--- src/rtl/ps2_key_decoder.sv ---
// PS/2 keyboard receiver and scan-code decoder producing the 5-bit player/direction key code.
// Make codes map to 4*player+dir; the E0 prefix selects arrow keys over keypad keys.
module ps2_key_decoder #(
  parameter int unsigned TIMEOUT_CYCLES = 50000,
  parameter logic [4:0]  IDLE_CODE      = 5'd31
) (
  input  logic       CLOCK_50,
  input  logic       reset,
  input  logic       PS2_CLK,
  input  logic       PS2_DAT,
  output logic [4:0] KEY_PRESSED,
  output logic       key_valid,
  output logic       start_pulse,
  output logic [7:0] scan_byte,
  output logic       byte_valid,
  output logic       frame_error
);

  localparam int TW = $clog2(TIMEOUT_CYCLES + 1);
  localparam logic [TW-1:0] TIMEOUT_LAST = TW'(TIMEOUT_CYCLES - 1);

  typedef enum logic [1:0] {ST_IDLE, ST_DATA, ST_PARITY, ST_STOP} rx_state_t;

  rx_state_t     state_r;
  logic [1:0]    clk_sync_r;
  logic [1:0]    dat_sync_r;
  logic          clk_prev_r;
  logic [2:0]    bit_cnt_r;
  logic [7:0]    shift_r;
  logic          parity_r;
  logic [TW-1:0] timeout_r;
  logic          ext_r;
  logic          brk_r;
  logic          fall_s;
  logic          dat_s;
  logic [5:0]    map_s;

  // Odd parity holds when the nine bits contain an odd number of ones.
  function automatic logic parity_ok(input logic [7:0] data, input logic par);
    return ^{data, par};
  endfunction

  // Returns {hit, code}; E0-prefixed arrows and bare keypad keys share byte values.
  function automatic logic [5:0] map_key(input logic ext, input logic [7:0] code);
    case ({ext, code})
      9'h01D:  map_key = {1'b1, 5'd0};
      9'h01B:  map_key = {1'b1, 5'd1};
      9'h01C:  map_key = {1'b1, 5'd2};
      9'h023:  map_key = {1'b1, 5'd3};
      9'h175:  map_key = {1'b1, 5'd4};
      9'h172:  map_key = {1'b1, 5'd5};
      9'h16B:  map_key = {1'b1, 5'd6};
      9'h174:  map_key = {1'b1, 5'd7};
      9'h043:  map_key = {1'b1, 5'd8};
      9'h042:  map_key = {1'b1, 5'd9};
      9'h03B:  map_key = {1'b1, 5'd10};
      9'h04B:  map_key = {1'b1, 5'd11};
      9'h075:  map_key = {1'b1, 5'd12};
      9'h073:  map_key = {1'b1, 5'd13};
      9'h06B:  map_key = {1'b1, 5'd14};
      9'h074:  map_key = {1'b1, 5'd15};
      default: map_key = {1'b0, IDLE_CODE};
    endcase
  endfunction

  assign fall_s = ~clk_sync_r[1] & clk_prev_r;
  assign dat_s  = dat_sync_r[1];
  assign map_s  = map_key(ext_r, scan_byte);

  // Two-flop synchronisers for the asynchronous PS/2 lines, plus edge history.
  always_ff @(posedge CLOCK_50) begin
    if (reset) begin
      clk_sync_r <= 2'b11;
      dat_sync_r <= 2'b11;
      clk_prev_r <= 1'b1;
    end else begin
      clk_sync_r <= {clk_sync_r[0], PS2_CLK};
      dat_sync_r <= {dat_sync_r[0], PS2_DAT};
      clk_prev_r <= clk_sync_r[1];
    end
  end

  // Frame receiver: start, 8 data bits LSB first, odd parity, stop, with inactivity timeout.
  always_ff @(posedge CLOCK_50) begin
    if (reset) begin
      state_r     <= ST_IDLE;
      bit_cnt_r   <= 3'd0;
      shift_r     <= 8'h00;
      parity_r    <= 1'b0;
      timeout_r   <= '0;
      scan_byte   <= 8'h00;
      byte_valid  <= 1'b0;
      frame_error <= 1'b0;
    end else begin
      byte_valid  <= 1'b0;
      frame_error <= 1'b0;
      if (state_r != ST_IDLE && !fall_s && timeout_r == TIMEOUT_LAST) begin
        // A stalled partial frame is dropped without reporting an error.
        state_r   <= ST_IDLE;
        timeout_r <= '0;
      end else begin
        if (fall_s || state_r == ST_IDLE) begin
          timeout_r <= '0;
        end else begin
          timeout_r <= timeout_r + TW'(1);
        end
        if (fall_s) begin
          case (state_r)
            ST_IDLE: begin
              bit_cnt_r <= 3'd0;
              if (!dat_s) begin
                state_r <= ST_DATA;
              end else begin
                state_r <= ST_IDLE;
              end
            end
            ST_DATA: begin
              shift_r   <= {dat_s, shift_r[7:1]};
              bit_cnt_r <= bit_cnt_r + 3'd1;
              if (bit_cnt_r == 3'd7) begin
                state_r <= ST_PARITY;
              end else begin
                state_r <= ST_DATA;
              end
            end
            ST_PARITY: begin
              parity_r <= dat_s;
              state_r  <= ST_STOP;
            end
            ST_STOP: begin
              if (dat_s && parity_ok(shift_r, parity_r)) begin
                scan_byte  <= shift_r;
                byte_valid <= 1'b1;
              end else begin
                frame_error <= 1'b1;
              end
              state_r <= ST_IDLE;
            end
            default: state_r <= ST_IDLE;
          endcase
        end
      end
    end
  end

  // Make/break decoder acting on each good byte; outputs land one cycle after byte_valid.
  always_ff @(posedge CLOCK_50) begin
    if (reset) begin
      ext_r       <= 1'b0;
      brk_r       <= 1'b0;
      KEY_PRESSED <= IDLE_CODE;
      key_valid   <= 1'b0;
      start_pulse <= 1'b0;
    end else begin
      KEY_PRESSED <= IDLE_CODE;
      key_valid   <= 1'b0;
      start_pulse <= 1'b0;
      if (byte_valid) begin
        if (scan_byte == 8'hE0) begin
          ext_r <= 1'b1;
        end else if (scan_byte == 8'hF0) begin
          brk_r <= 1'b1;
        end else if (brk_r) begin
          ext_r <= 1'b0;
          brk_r <= 1'b0;
        end else begin
          if (!ext_r && scan_byte == 8'h29) begin
            start_pulse <= 1'b1;
          end else if (map_s[5]) begin
            KEY_PRESSED <= map_s[4:0];
            key_valid   <= 1'b1;
          end else begin
            KEY_PRESSED <= IDLE_CODE;
          end
          ext_r <= 1'b0;
        end
      end
    end
  end

endmodule

--- config.mk ---
export PLATFORM = sky130hd
export DESIGN_NAME = ps2_key_decoder
export DESIGN_NICKNAME = d
export VERILOG_FILES = /design/src/rtl/ps2_key_decoder.sv
export SDC_FILE = /design/constraint.sdc
export NUM_CORES = 1
export LEC_CHECK = 0
export ABC_AREA = 1
export CAP_MARGIN = 0
export CORE_MARGIN = 3
export CORE_UTILIZATION = 45
export DETAILED_ROUTE_END_ITERATION = 10
export PLACE_DENSITY = 0.74
export SLEW_MARGIN = 20
export SYNTH_ARGS = -nofsm -noshare
export SYNTH_HDL_FRONTEND = slang
export SYNTH_SLANG_ARGS = --single-unit
--- constraint.sdc ---
create_clock -name CLOCK_50 -period 1.47 [get_ports CLOCK_50]
set_clock_uncertainty 0.2 [all_clocks]
set_input_delay 0.294 -clock CLOCK_50 [delete_from_list [all_inputs] [get_ports CLOCK_50]]
set_output_delay 0.294 -clock CLOCK_50 [all_outputs]
set_load 0.01 [all_outputs]
**After elaboration in Yosys (flattened, before gate mapping)**

Cells that the tools add are included.
Widths: inputs -> output; s select.

- Bits in latches: 0
- Input bits: 4
- Register bits after elaboration: 54
- Memory bits (read-only): 0
- Bits in writable memories: 0
- Memories: 0
- Word-level logic and storage cells: 86

- Bitwise gates (word level): 8
- Shift operators: 0
- Divide/modulo/power cells: 0
- $add $sub $neg: 2
- $mul: 0
- Reduce and logical (&&, ||, !) cells: 23
- Order comparisons: 0
- Mux-type cells: 12
- Equal/unequal tests: 25

Operators by type and width:

| kind | count |
|---|---|
| $pmux 6 s16 | 1 |
| $eq 9x7->1 const B | 7 |
| $eq 9x9->1 const B | 4 |
| $eq 9x5->1 const B | 3 |
| $eq 9x6->1 const B | 2 |
| $add 16x1->16 const B | 1 |
| $eq 16x16->1 const B | 1 |
| $eq 8x8->1 const B | 2 |
| $reduce_and 3->1 | 3 |
| $reduce_xor 9->1 | 1 |
| $eq 8x6->1 const B | 1 |
| $mux 1 | 8 |
| $pmux 2 s4 | 1 |
| $not 1->1 | 7 |
| $reduce_or 7->1 | 1 |
| $pmux 3 s2 | 1 |
| $reduce_or 6->1 | 1 |
| $reduce_or 5->1 | 1 |
| $eq 2x2->1 const B | 2 |
| $logic_and 1x1->1 | 4 |
| $reduce_and 2->1 | 2 |
| $reduce_and 4->1 | 1 |
| $reduce_bool 2->1 | 2 |
| $reduce_or 4->1 | 1 |
| other kinds (11) | 12 |

**Longest topological paths before layout**

- Depth after elaboration: 7
- Mapped depth: 13

**Worst setup path before layout**

Ideal clock, no wire load.

- Path type: flip-flop to flip-flop
- Start: register timeout_r[0]
- End: register timeout_r[14]
- Data required time: 1.150 ns
- Arrival: 1.305 ns
- Setup slack: -0.155 ns
- Stages on the path, launching flop included: 9
- Library setup time: 0.120 ns
- Clock period less this slack: 1.625 ns
- Path through: dfxtp_1 > ha_1 > nand3_1 > nor2_1 > nand2_1 > nor2_2 > nand2_1 > nor3b_1 > nor3_1

- Cells in the longest elaborated chain, start to end: 3

RTL lines:

| element | RTL line | source |
|---|---|---|
| from (decl) | 31 | `logic [TW-1:0] timeout_r;` |
| from (signal assigned) | 105 | `timeout_r <= timeout_r + TW'(1);` |
| branches (longest 3 deep; another with $add 16x1->16) | - |  |

Several ways; the timed one is not identified.
A chain may end at the register's enable or synchronous reset.

**Worst setup path after layout**

- Start: register shift_r[4]
- End: register scan_byte[1]

- Cells in the longest elaborated chain, start to end: 3

RTL lines:

| element | RTL line | source |
|---|---|---|
| from (decl) | 29 | `logic [7:0] shift_r;` |
| from (signal assigned) | 118 | `shift_r <= {dat_s, shift_r[7:1]};` |
| $reduce_xor 9->1 | 40 | `return ^{data, par};` |
| $logic_and 1x1->1 | 131 | `if (dat_s && parity_ok(shift_r, parity_r)) begin` |
| $reduce_and 4->1 (no source line) | - |  |
| to (signal assigned) | 132 | `scan_byte <= shift_r;` |
| to (decl) | 14 | `output logic [7:0] scan_byte,` |

Every way passes these cells.

==> impl_metrics.csv <==
group,metric,value,unit
floorplanning,fp.dieH,83.8,um
yosys,synth_cell_types,29,
cts,cts_tree,"done",
detailed_routing,ant_nets,0,
sta,fmaxAchievable,564,MHz
pwr,power_density,550,mW/mm2
critical_path,r2r_end,"scan_byte[1]",
cts,ctsRootBufferMaster,"clkbuf_8",
grt,grt_pass1_vias,3116,
grt,grt_pass1_wl,14000,um
sta,rsz0062_at_grt,"yes",
grt,grt_start_max_net_pins,17,
placement,hpwl,4720,um
grt,grt-ovfl-total,0,
critical_path,reg2reg_setup_slack,-0.30,ns
cts,cts.sink_count,54,
sta,hold_viol_final,0,
critical_path,crit_arrival,1.82,ns
sta,slew_violations,0,
pwr,total_power,2.48,mW
placement,gp_congestion,0.854,
pwr,swShare,23.0,%
pwr,ir_drop,0.000584,V
status,run_status,"finished, violations left",
layout,syn_to_final_growth,65.8,%
floorplanning,die_w,83.8,um
sta,whs,0.220,ns
pwr,p_leak,1.94,nW
floorplanning,initial_core_util,48.0,%
floorplanning,io_pins,21,
detailed_routing,vias,3404,
sta,layout_setup_ws,-0.304,ns
hold_path,worstHoldStart,"clk_sync_r[0]",
yosys,ys.flop_type,"dfxtp_1",
grt,grt_antenna_before_repair,0,
sta,tightest_slew,0.429,ns
critical_path,worstSetupEndpointType,"flip-flop",
hold_path,hp-class,"reg -> reg",
placement,portBuffers,20,
yosys,synth_seq_cells,54,
yosys,ys_seq_area_share,39.7,%
critical_path,path_max_fanout,7,
detailed_routing,drt-total-wl,10400,um
detailed_routing,firstDrtPassIters,5,
critical_path,worstSetupStartpointType,"flip-flop",
detailed_routing,drt_iter0_drc,235,
hold_path,holdPathEnd,"clk_sync_r[1]",
yosys,syn_area,0.00273,mm2
cts,clk_latency,0.31,ns
yosys,ys_warn_count,0,
detailed_routing,drt-vias-per-instance,5.72,
status,violations,"negative setup slack",
layout,finalNonFillerCells,595,
pwr,power.switching,572,uW
sta,min_period_over_period,121,%
layout,diodes,0,
hold_path,hold_path_depth,1,
floorplanning,fp-row-count,27,
pwr,p_seq_share,58.2,%
grt,track_usage,24.1,%
placement,post-place-cells,552,
layout,drive_gt1_share,54.7,%
floorplanning,die_area,0.00703,mm2
pwr,p_clk_share,38.3,%
yosys,synth_cells,407,
detailed_routing,wl_per_cell,17.5,um
cts,clock_path_buffers,2,
cts,clkTransAtPathRegs,0.10,ns
sta,slew_headroom,71.1,%
yosys,synthArstFlopShare,0,%
sta,min_period,1.77,ns
critical_path,path_class,"reg -> reg",
yosys,synth_edf_count,0,
critical_path,crit_required,1.51,ns
job,maxCapViolCount,0,
critical_path,crit_path_start,"shift_r[4]",
cts,cts_made_buffers,5,
layout,fin_nets,530,
pwr,combPwrFrac,3.6,%
detailed_routing,drc,0,
yosys,synth_nets,414,
sta,setup_viol,47,
critical_path,rr_startpoint,"shift_r[4]",
critical_path,r2r_cells,12,
pwr,internal_power,1.91,mW
cts,cts_htree_levels,2,
yosys,avgSynthCellArea,6.70,um2
floorplanning,core-area,0.00568,mm2
sta,timing.setup.tns,-8.50,ns
[cells by family after synthesis]
family	count (synthesis)	synth area share, %
flip-flops	54	39.7
buffers and inverters	60	8.59
adder cells (fa/ha/maj)	3	1.38
AO/OA/AOI/OAI	30	5.74
XOR/XNOR	4	1.29
AND/OR/NAND/NOR	256	43.3
[how the worst max path moves through the flow]
stage,endpoint,slack [ns]
finish,scan_byte[1],-0.30
CTS,timeout_r[8],-0.16
detailed placement,timeout_r[12],-0.22
global placement,KEY_PRESSED[1],-0.15
floorplan,timeout_r[14],-0.08
global route,scan_byte[1],-0.39
[critical path: stages, from the launching register on]
cell	delay, ns
dfxtp_4	0.40
inv_4	0.06
nand2_2	0.06
nand2_2	0.10
nand2_4	0.12
nand2_4	0.07
nand2_4	0.08
nand2_2	0.06
nand2_2	0.08
nand3_4	0.08
nor2_4	0.18
nor2_1	0.10
nor2_1	0.11
[cell usage after synthesis, types with 4 or more instances]
cell type  count  share of area, %
nand2_2        7               1.6
or2_2          4              0.92
a21oi_1       17               3.1
nor4_1         4              0.92
inv_2          7              0.96
nand3_2        5               1.8
nor3_1        17               3.1
nor2_1        62               8.5
nand3_1       20               3.7
nand4_1       15               3.4
inv_1         45               6.2
nand2_1      109                15
o21ai_0       10               1.8
dfxtp_1       54                40
buf_2          4              0.73
nor2_4         4               1.7
[per-stage QoR]
stage	worst slack (ns)	area [um2]	util (%)
2_1_floorplan	-0.0757	2790	-
3_3_place_gp	-0.147	3520	62.1
3_5_place_dp	-0.215	3520	62.1
4_1_cts	-0.164	4230	74.5
5_1_grt	-0.390	4520	79.6
6_report	-0.304	4520	79.6
[flip-flops by register name, indices dropped and copies added (netlist names), named ones only]
register     cells
KEY_PRESSED      5
brk_r            1
state_r          1
bit_cnt_r        3
timeout_r       16
clk_prev_r       1
scan_byte        8
frame_error      1
key_valid        1
byte_valid       1
clk_sync_r       2
parity_r         1
start_pulse      1
dat_sync_r       2
ext_r            1
shift_r          8
[area by class of cell]
cell class | count | area (um2)
Fill cell | 298 | 1160
Sequential cell | 54 | 1150
Tap cell | 72 | 90.1
Clock buffer | 6 | 93.8
Inverter | 52 | 210
Multi-Input combinational cell | 293 | 1970
Timing Repair Buffer | 117 | 993
Clock inverter | 1 | 8.76
[power groups by stage]
stage	combinational, mW	clock, mW	sequential, mW
global placement	0.0609	0	1.50
detailed placement	0.0622	0	1.50
CTS	0.0759	0.935	1.45
finish	0.0883	0.950	1.45
floorplan	0.0330	0	1.50
global route	0.0930	0.999	1.45
[per-layer routing]
| metal | part of all wire [%] | global-route usage [%] | up-vias |
|---|---|---|---|
| li1 | - | - | 1530 |
| met1 | 37 | 26.6 | 1593 |
| met2 | 50 | 43.9 | 217 |
| met3 | 7.1 | 5.03 | 64 |
| met4 | 5.9 | 10.7 | 0 |
| met5 | 0 | 0 | - |
[what timing repair did]
action / 4_1_cts / 5_1_grt
hold buffers: 0 / 0
cloned: 4 / 0
pin swaps: 41 / 39
setup endpoints to repair: 65 / 54
setup buffers: 23 / 12
resized for setup: 150 / 84
[cells in the final DEF, fill, tap and decap left out, types with 10 or more instances in the layout]
cell type | synthesis | final
nor2_4 | 4 | 12
nor2_1 | 62 | 42
inv_1 | 45 | 31
a21oi_2 | 1 | 12
dfxtp_4 | 0 | 15
nand2_2 | 7 | 26
nand2_4 | 1 | 22
buf_4 | 1 | 84
nand3_2 | 5 | 10
inv_2 | 7 | 15
nand3_1 | 20 | 11
nand4_1 | 15 | 15
nor2_2 | 2 | 14
nand2_1 | 109 | 69
dfxtp_1 | 54 | 31
(Power assumes the default switching activity.)
